### config.mk
export PLATFORM = sky130hd
export DESIGN_NAME = imm_arb_ctrl
export DESIGN_NICKNAME = d
export VERILOG_FILES = /design/src/rtl/imm_arb_ctrl_pkg.sv /design/src/rtl/imm_arb_ctrl_signex12.sv /design/src/rtl/imm_arb_ctrl.sv
export SDC_FILE = /design/constraint.sdc
export NUM_CORES = 1
export LEC_CHECK = 0
export ABC_AREA = 1
export BUFFER_PORTS_ARGS = -buffer_cell sky130_fd_sc_hd__buf_4
export CAP_MARGIN = 20
export CORE_MARGIN = 3
export CORE_UTILIZATION = 36
export CTS_CLUSTER_DIAMETER = 100
export DETAILED_ROUTE_END_ITERATION = 7
export PLACE_DENSITY_LB_ADDON = 0.3
export SLEW_MARGIN = 40
export SYNTH_ARGS = -nofsm -noshare
export SYNTH_HDL_FRONTEND = slang
export SYNTH_HIERARCHICAL = 1
export SYNTH_SLANG_ARGS = --single-unit
### constraint.sdc
create_clock -name clk -period 2.35 [get_ports clk]
set_input_delay 0.47 -clock clk [delete_from_list [all_inputs] [get_ports clk]]
set_output_delay 0.47 -clock clk [all_outputs]
set_load 0.02 [all_outputs]
### src/rtl/imm_arb_ctrl_pkg.sv
// Shared definitions for the arbitrated immediate-generation controller:
// instruction-format enum, RV32I opcode constants and the opcode classifier.
package imm_arb_ctrl_pkg;

  localparam int IMM_W = 32;

  // Encoding is visible on out_fmt, so values are fixed explicitly.
  typedef enum logic [2:0] {
    FMT_NONE = 3'd0,
    FMT_I    = 3'd1,
    FMT_S    = 3'd2,
    FMT_B    = 3'd3,
    FMT_U    = 3'd4,
    FMT_J    = 3'd5
  } fmt_e;

  localparam logic [6:0] OP_IMM    = 7'b0010011;
  localparam logic [6:0] OP_LOAD   = 7'b0000011;
  localparam logic [6:0] OP_JALR   = 7'b1100111;
  localparam logic [6:0] OP_SYSTEM = 7'b1110011;
  localparam logic [6:0] OP_STORE  = 7'b0100011;
  localparam logic [6:0] OP_BRANCH = 7'b1100011;
  localparam logic [6:0] OP_LUI    = 7'b0110111;
  localparam logic [6:0] OP_AUIPC  = 7'b0010111;
  localparam logic [6:0] OP_JAL    = 7'b1101111;

  function automatic fmt_e decode_fmt(input logic [6:0] opcode);
    case (opcode)
      OP_IMM, OP_LOAD, OP_JALR, OP_SYSTEM: decode_fmt = FMT_I;
      OP_STORE:                            decode_fmt = FMT_S;
      OP_BRANCH:                           decode_fmt = FMT_B;
      OP_LUI, OP_AUIPC:                    decode_fmt = FMT_U;
      OP_JAL:                              decode_fmt = FMT_J;
      default:                             decode_fmt = FMT_NONE;
    endcase
  endfunction

endpackage

### src/rtl/imm_arb_ctrl_signex12.sv
// 12-bit to IMM_W-bit sign extender, shared by the I and S immediate paths.
//   imm12_i : 12-bit immediate field
//   imm32_o : field with bit 11 replicated up to IMM_W bits
module imm_arb_ctrl_signex12
  import imm_arb_ctrl_pkg::*;
(
  input  logic [11:0]      imm12_i,
  output logic [IMM_W-1:0] imm32_o
);

  assign imm32_o = {{(IMM_W-12){imm12_i[11]}}, imm12_i};

endmodule

### src/rtl/imm_arb_ctrl.sv
// Arbitrated immediate-generation controller. Two requesters share one
// immediate unit; a round-robin arbiter picks one, its instruction format is
// classified, the sign-extended immediate is built and the result is held in
// a registered valid/ready output stage.
//   clk, rst            : clock, synchronous active-high reset
//   reqN_valid/ready    : requester N handshake (N = 0 decode, 1 CSR/LSU)
//   reqN_instr/tag      : requester N instruction word and tag
//   out_valid/ready     : result handshake
//   out_imm/fmt/illegal : immediate, format code, unrecognised opcode flag
//   out_src/tag         : requester and tag that produced the result
//   conflict_cnt        : saturating count of cycles where a valid requester lost
module imm_arb_ctrl
  import imm_arb_ctrl_pkg::*;
#(
  parameter int TAG_W = 4,
  parameter int CNT_W = 16
) (
  input  logic             clk,
  input  logic             rst,
  input  logic             req0_valid,
  output logic             req0_ready,
  input  logic [31:0]      req0_instr,
  input  logic [TAG_W-1:0] req0_tag,
  input  logic             req1_valid,
  output logic             req1_ready,
  input  logic [31:0]      req1_instr,
  input  logic [TAG_W-1:0] req1_tag,
  output logic             out_valid,
  input  logic             out_ready,
  output logic [IMM_W-1:0] out_imm,
  output logic [2:0]       out_fmt,
  output logic             out_illegal,
  output logic             out_src,
  output logic [TAG_W-1:0] out_tag,
  output logic [CNT_W-1:0] conflict_cnt
);

  // Registered state
  logic             out_valid_q,   out_valid_d;
  logic [IMM_W-1:0] out_imm_q,     out_imm_d;
  fmt_e             out_fmt_q,     out_fmt_d;
  logic             out_illegal_q, out_illegal_d;
  logic             out_src_q,     out_src_d;
  logic [TAG_W-1:0] out_tag_q,     out_tag_d;
  logic [CNT_W-1:0] cnt_q,         cnt_d;
  logic             rr_q,          rr_d;

  // Arbitration
  logic             accept;
  logic             both_valid;
  logic             grant;
  logic             grant_sel;
  logic [31:0]      gnt_instr;
  logic [TAG_W-1:0] gnt_tag;

  // Output register can take a new result when empty or being drained.
  assign accept     = !out_valid_q || out_ready;
  assign both_valid = req0_valid && req1_valid;
  assign grant      = accept && (req0_valid || req1_valid);
  // With a single valid requester it wins outright; on a tie rr_q decides.
  assign grant_sel  = both_valid ? rr_q : req1_valid;
  assign gnt_instr  = grant_sel ? req1_instr : req0_instr;
  assign gnt_tag    = grant_sel ? req1_tag   : req0_tag;

  assign req0_ready = grant && !grant_sel;
  assign req1_ready = grant &&  grant_sel;

  // Decode and immediate build
  fmt_e             fmt;
  logic [11:0]      imm12;
  logic [IMM_W-1:0] imm_sx12;
  logic [IMM_W-1:0] imm;

  assign fmt = decode_fmt(gnt_instr[6:0]);

  // I and S differ only in where the low five bits live, so one extender serves both.
  assign imm12 = (fmt == FMT_S) ? {gnt_instr[31:25], gnt_instr[11:7]}
                                : gnt_instr[31:20];

  imm_arb_ctrl_signex12 u_signex12 (
    .imm12_i (imm12),
    .imm32_o (imm_sx12)
  );

  // NOTE: every output of a combinational block gets a default first, otherwise
  // any path that skips an assignment infers a latch.
  always_comb begin
    imm = '0;
    case (fmt)
      FMT_I, FMT_S: imm = imm_sx12;
      FMT_B: imm = {{(IMM_W-12){gnt_instr[31]}}, gnt_instr[7],
                    gnt_instr[30:25], gnt_instr[11:8], 1'b0};
      FMT_U: imm = {gnt_instr[31:12], 12'b0};
      FMT_J: imm = {{(IMM_W-20){gnt_instr[31]}}, gnt_instr[19:12],
                    gnt_instr[20], gnt_instr[30:21], 1'b0};
      default: imm = '0;
    endcase
  end

  // Next-state logic: hold by default so backpressure keeps out_* bit-stable.
  always_comb begin
    out_valid_d   = out_valid_q;
    out_imm_d     = out_imm_q;
    out_fmt_d     = out_fmt_q;
    out_illegal_d = out_illegal_q;
    out_src_d     = out_src_q;
    out_tag_d     = out_tag_q;
    cnt_d         = cnt_q;
    rr_d          = rr_q;
    if (grant) begin
      out_valid_d   = 1'b1;
      out_imm_d     = imm;
      out_fmt_d     = fmt;
      out_illegal_d = (fmt == FMT_NONE);
      out_src_d     = grant_sel;
      out_tag_d     = gnt_tag;
      rr_d          = !grant_sel;
      // The losing requester stalls; a requester blocked by backpressure does not count.
      if (both_valid && (cnt_q != {CNT_W{1'b1}})) begin
        cnt_d = cnt_q + CNT_W'(1);
      end
    end else if (out_ready) begin
      out_valid_d = 1'b0;
    end
  end

  // NOTE: sequential state uses non-blocking assignments so every register
  // samples the pre-edge value of every other register.
  always_ff @(posedge clk) begin
    if (rst) begin
      out_valid_q   <= 1'b0;
      out_imm_q     <= '0;
      out_fmt_q     <= FMT_NONE;
      out_illegal_q <= 1'b0;
      out_src_q     <= 1'b0;
      out_tag_q     <= '0;
      cnt_q         <= '0;
      rr_q          <= 1'b0;
    end else begin
      out_valid_q   <= out_valid_d;
      out_imm_q     <= out_imm_d;
      out_fmt_q     <= out_fmt_d;
      out_illegal_q <= out_illegal_d;
      out_src_q     <= out_src_d;
      out_tag_q     <= out_tag_d;
      cnt_q         <= cnt_d;
      rr_q          <= rr_d;
    end
  end

  assign out_valid    = out_valid_q;
  assign out_imm      = out_imm_q;
  assign out_fmt      = out_fmt_q;
  assign out_illegal  = out_illegal_q;
  assign out_src      = out_src_q;
  assign out_tag      = out_tag_q;
  assign conflict_cnt = cnt_q;

endmodule
==> summary.md <==
| Metric | Value |
|---|---|
| Status | `completed` |
| HP Class | `in -> reg` |
| Port bufs | `136` |
| Post-synth cell types | `40` |
| CP endpoint | `req0_ready` |
| Top_reg_cell synth | `dfxtp_1` |
| Sequential-to-total area share from yosys stat | `between 30% and 40%` |
| Multi-input logic area | `roughly 2100 um2` |
| Placer congestion estimate | `0.8547` |
| Post-DR wirelength/cell | `about 13 um` |
| Top Ports | `about 140` |
| Max-cap violation count | `0` |
| Reg-to-reg startpoint | `rr_q` |
| Setup Viol. Count Final | `0` |
| CTS max path bufs | `2` |
| Vias/cell | `around 4.7` |
| Ys async rst share | `0%` |
| EDFF count, synth | `0` |
| Pre-Repair DR Iteration Count | `4` |
| Clock latency on the worst-skew pair | `about 0.35 ns` |
| CTS Hold Bufs | `0` |
| Routed wire length | `~11 mm` |
| Worst Path Required | `~1.9 ns` |
| RSZ-0062 raised after global routing | `no` |
| GRT Util Overall | `a little under a fifth` |
| Via count | `about 3,900` |
| Post-route DRC | `0` |
| Reg2Reg Capture Point | `out_imm[18]` |
| Core area | `between 10,000 and 15,000 um2` |
| Placed instance count | `between 800 and 900` |
| Fmax | `about 0.46 GHz` |
| Tightest Pin Transition | `roughly 0.56 ns` |
| Post-route ant nets | `0` |
| Min cycle time layout | `2.165 ns` |
| Final Max Slew Viols | `0` |
| Critical Path Start | `rr_q` |
| CP Launch Type | `flip-flop` |
| First-pass GRT wire length | `about 18 mm` |
| Clock-pin slew on the worst setup and hold paths | `around 0.060 ns` |
| Post-DP HPWL | `between 8 and 9 mm` |
| Synth-to-Final Area Change | `29.08%` |
| Site row count | `37` |
| Mapped Nets | `approximately 670` |
| Initial DRC count | `approximately 290` |
| Synthesized flop and latch total | `59` |
| NumNets Final | `between 700 and 800` |
| Initial Utilization | `37.29%` |
| DIE HEIGHT | `about 110 um` |
| Slew headroom | `about 63%` |
| Period utilization | `92.12%` |
| Setup TNS | `0 ns` |
| Die Wd | `109.7 um` |
| P_leak | `about 2.4 nW` |
| CTS Root Buffer Type | `clkbuf_8` |
| Pwr Density | `between 500 and 600 nW/um2` |
| Ant diodes | `0` |
| Peak VDD IR | `between 200 and 250 uV` |
| Post-CTS Setup Bufs | `0` |
| Crit end category | `primary output` |
| Total area of sequential cells | `about 1200 um2` |
| Clk_skew | `approximately 0.013 ns` |
| CTS tree | `yes` |
| Place WS | `0.06209 ns` |
| Worst path arrival time | `~1.7 ns` |
| Inserted Clock Buffers | `9` |
| Vias in the first global route | `roughly 3,800` |
| Synth Warn # | `6` |
| Syn avg cell area | `6.577 um2` |
| Mapped cell area | `between 3000 and 4000 um2` |
| Fraction of layout cells with a size suffix above 1 | `29.09%` |
| R2r setup slk | `roughly 0.31 ns` |
| Filler instances | `around 1,100` |
| CP Max Fanout | `25` |
| Final hold violation count | `0` |
| PnR worst setup slack | `between 0.15 and 0.2 ns` |
| Post-route insts no fill | `827` |
| Reg2Reg Depth | `12` |
| Synth Instances | `just under 600` |
| Initial antenna violation count | `0` |
| Critical path class | `reg -> out` |
| DIE AREA | `12,020 um2` |
| CTS H-tree lvls | `3` |
| Clk sinks | `59` |
| Largest net degree at the start of global routing | `48` |
| Grt total ovfl | `0` |
## sequential cells by signal (all words and copies together), names as in the netlist
signal / count
out_fmt: 3
rr_q: 1
out_imm: 32
out_illegal: 1
conflict_cnt: 16
out_src: 1
out_tag: 4
out_valid: 1
## cell usage in the layout (no fill, tap or decap), types with 2 or more instances in the layout
cell type  instances
clkbuf_1           2
a22oi_1            4
a21oi_2            9
buf_4            144
nand4_1            3
a31oi_1            4
nand3b_1           2
dfxtp_1           59
o22ai_1            5
nor3_1             3
a21oi_1           58
inv_2              6
inv_1             47
o21ai_1            4
bufinv_16          2
nand3_1           19
mux2i_1           17
nand2_2            9
nor2_4             3
or2_2              4
nor2_1            46
o21ai_0           17
xor2_1             3
o21a_1             2
nand2_1          182
nand2_4            3
or2_0              7
clkbuf_8          10
## kinds of logic after synthesis
kind of cell    count (synthesis)  share of synthesized area [%]
simple gates                  291                          33.39
buf+inv                       111                          15.21
compound gates                105                          15.24
flops                          59                          30.54
mux                            17                          4.400
xor+xnor                        4                         0.9060
fa+ha+maj                       1                         0.3235
## metal layers
layer | up-vias | part of all wire [%] | GRT usage [%]
met1 | 1730 | 45 | 24.04
met5 | - | 0 | 0
met4 | 0 | 0.89 | 4.274
met3 | 12 | 7.7 | 5.109
met2 | 121 | 46 | 30.51
li1 | 2041 | - | -
## how the worst min path moves through the flow
stage / start / depth (start not counted) / slack (ns) / endpoint
2_1_floorplan: out_src / 2 / 0.54 / out_src
3_3_place_gp: out_src / 2 / 0.45 / out_src
3_5_place_dp: out_src / 2 / 0.46 / out_src
4_1_cts: req0_tag[3] / 3 / 0.39 / out_tag[3]
5_1_grt: req0_tag[3] / 3 / 0.39 / out_tag[3]
6_report: req0_tag[3] / 3 / 0.40 / out_tag[3]
## critical path, cell delays in order (launching register included)
cell and delay, ns:
dfxtp_1 0.31, inv_2 0.07, nand2_4 0.11, nand2_8 0.19
inv_2 0.13, buf_4 0.18, nor2_4 0.18, buf_4 0.17
## power by group
part           total (mW)  switching, mW  internal (mW)
Clock                1.04          0.413          0.627
Sequential           1.05         0.0185           1.03
Combinational       0.521          0.305          0.216
Total                2.61          0.737           1.87
## through the flow
step	total power [mW]	hold WS [ns]	instance area, um2	utilization (%)
finish	2.608	0.4002	4992	48.14
detailed placement	1.591	0.4582	4761	45.91
global placement	1.581	0.4497	4761	45.91
global route	2.744	0.3932	4992	48.14
floorplan	1.443	0.5408	3867	-
CTS	2.631	0.3868	4982	48.05
## Yosys cell counts, drive strengths merged, types with 2 or more instances
cell	number	area share, %
nand3b	2	0.39
dfxtp	59	31
o21a	2	0.39
buf	44	8.7
nand4	4	1.0
o22ai	5	0.81
xor2	3	0.68
nand2	195	21
inv	53	5.1
a31oi	4	0.65
o21ai	22	2.9
mux2i	17	4.4
nor3	4	0.52
or2	12	1.9
clkbuf	14	1.4
nand3	21	3.2
a22oi	4	0.78
a21oi	68	9.7
nor2	50	5.3
## area by class of cell
| cell class | instances | area share [%] |
|---|---|---|
| clock buffers | 12 | 2.907 |
| clock inverters | 4 | 1.479 |
| inverters | 53 | 3.985 |
| multi-input cells | 418 | 42.51 |
| flip-flops and latches | 59 | 23.66 |
| well taps | 136 | 3.409 |
| repair buffers | 145 | 22.06 |
## what timing repair did
action,in CTS,in global routing
pin swaps,0,0
endpoints found under the setup margin,1,4
gates resized for setup,1,2
hold endpoints to repair,0,0
Power figures use the tool's default switching activity.
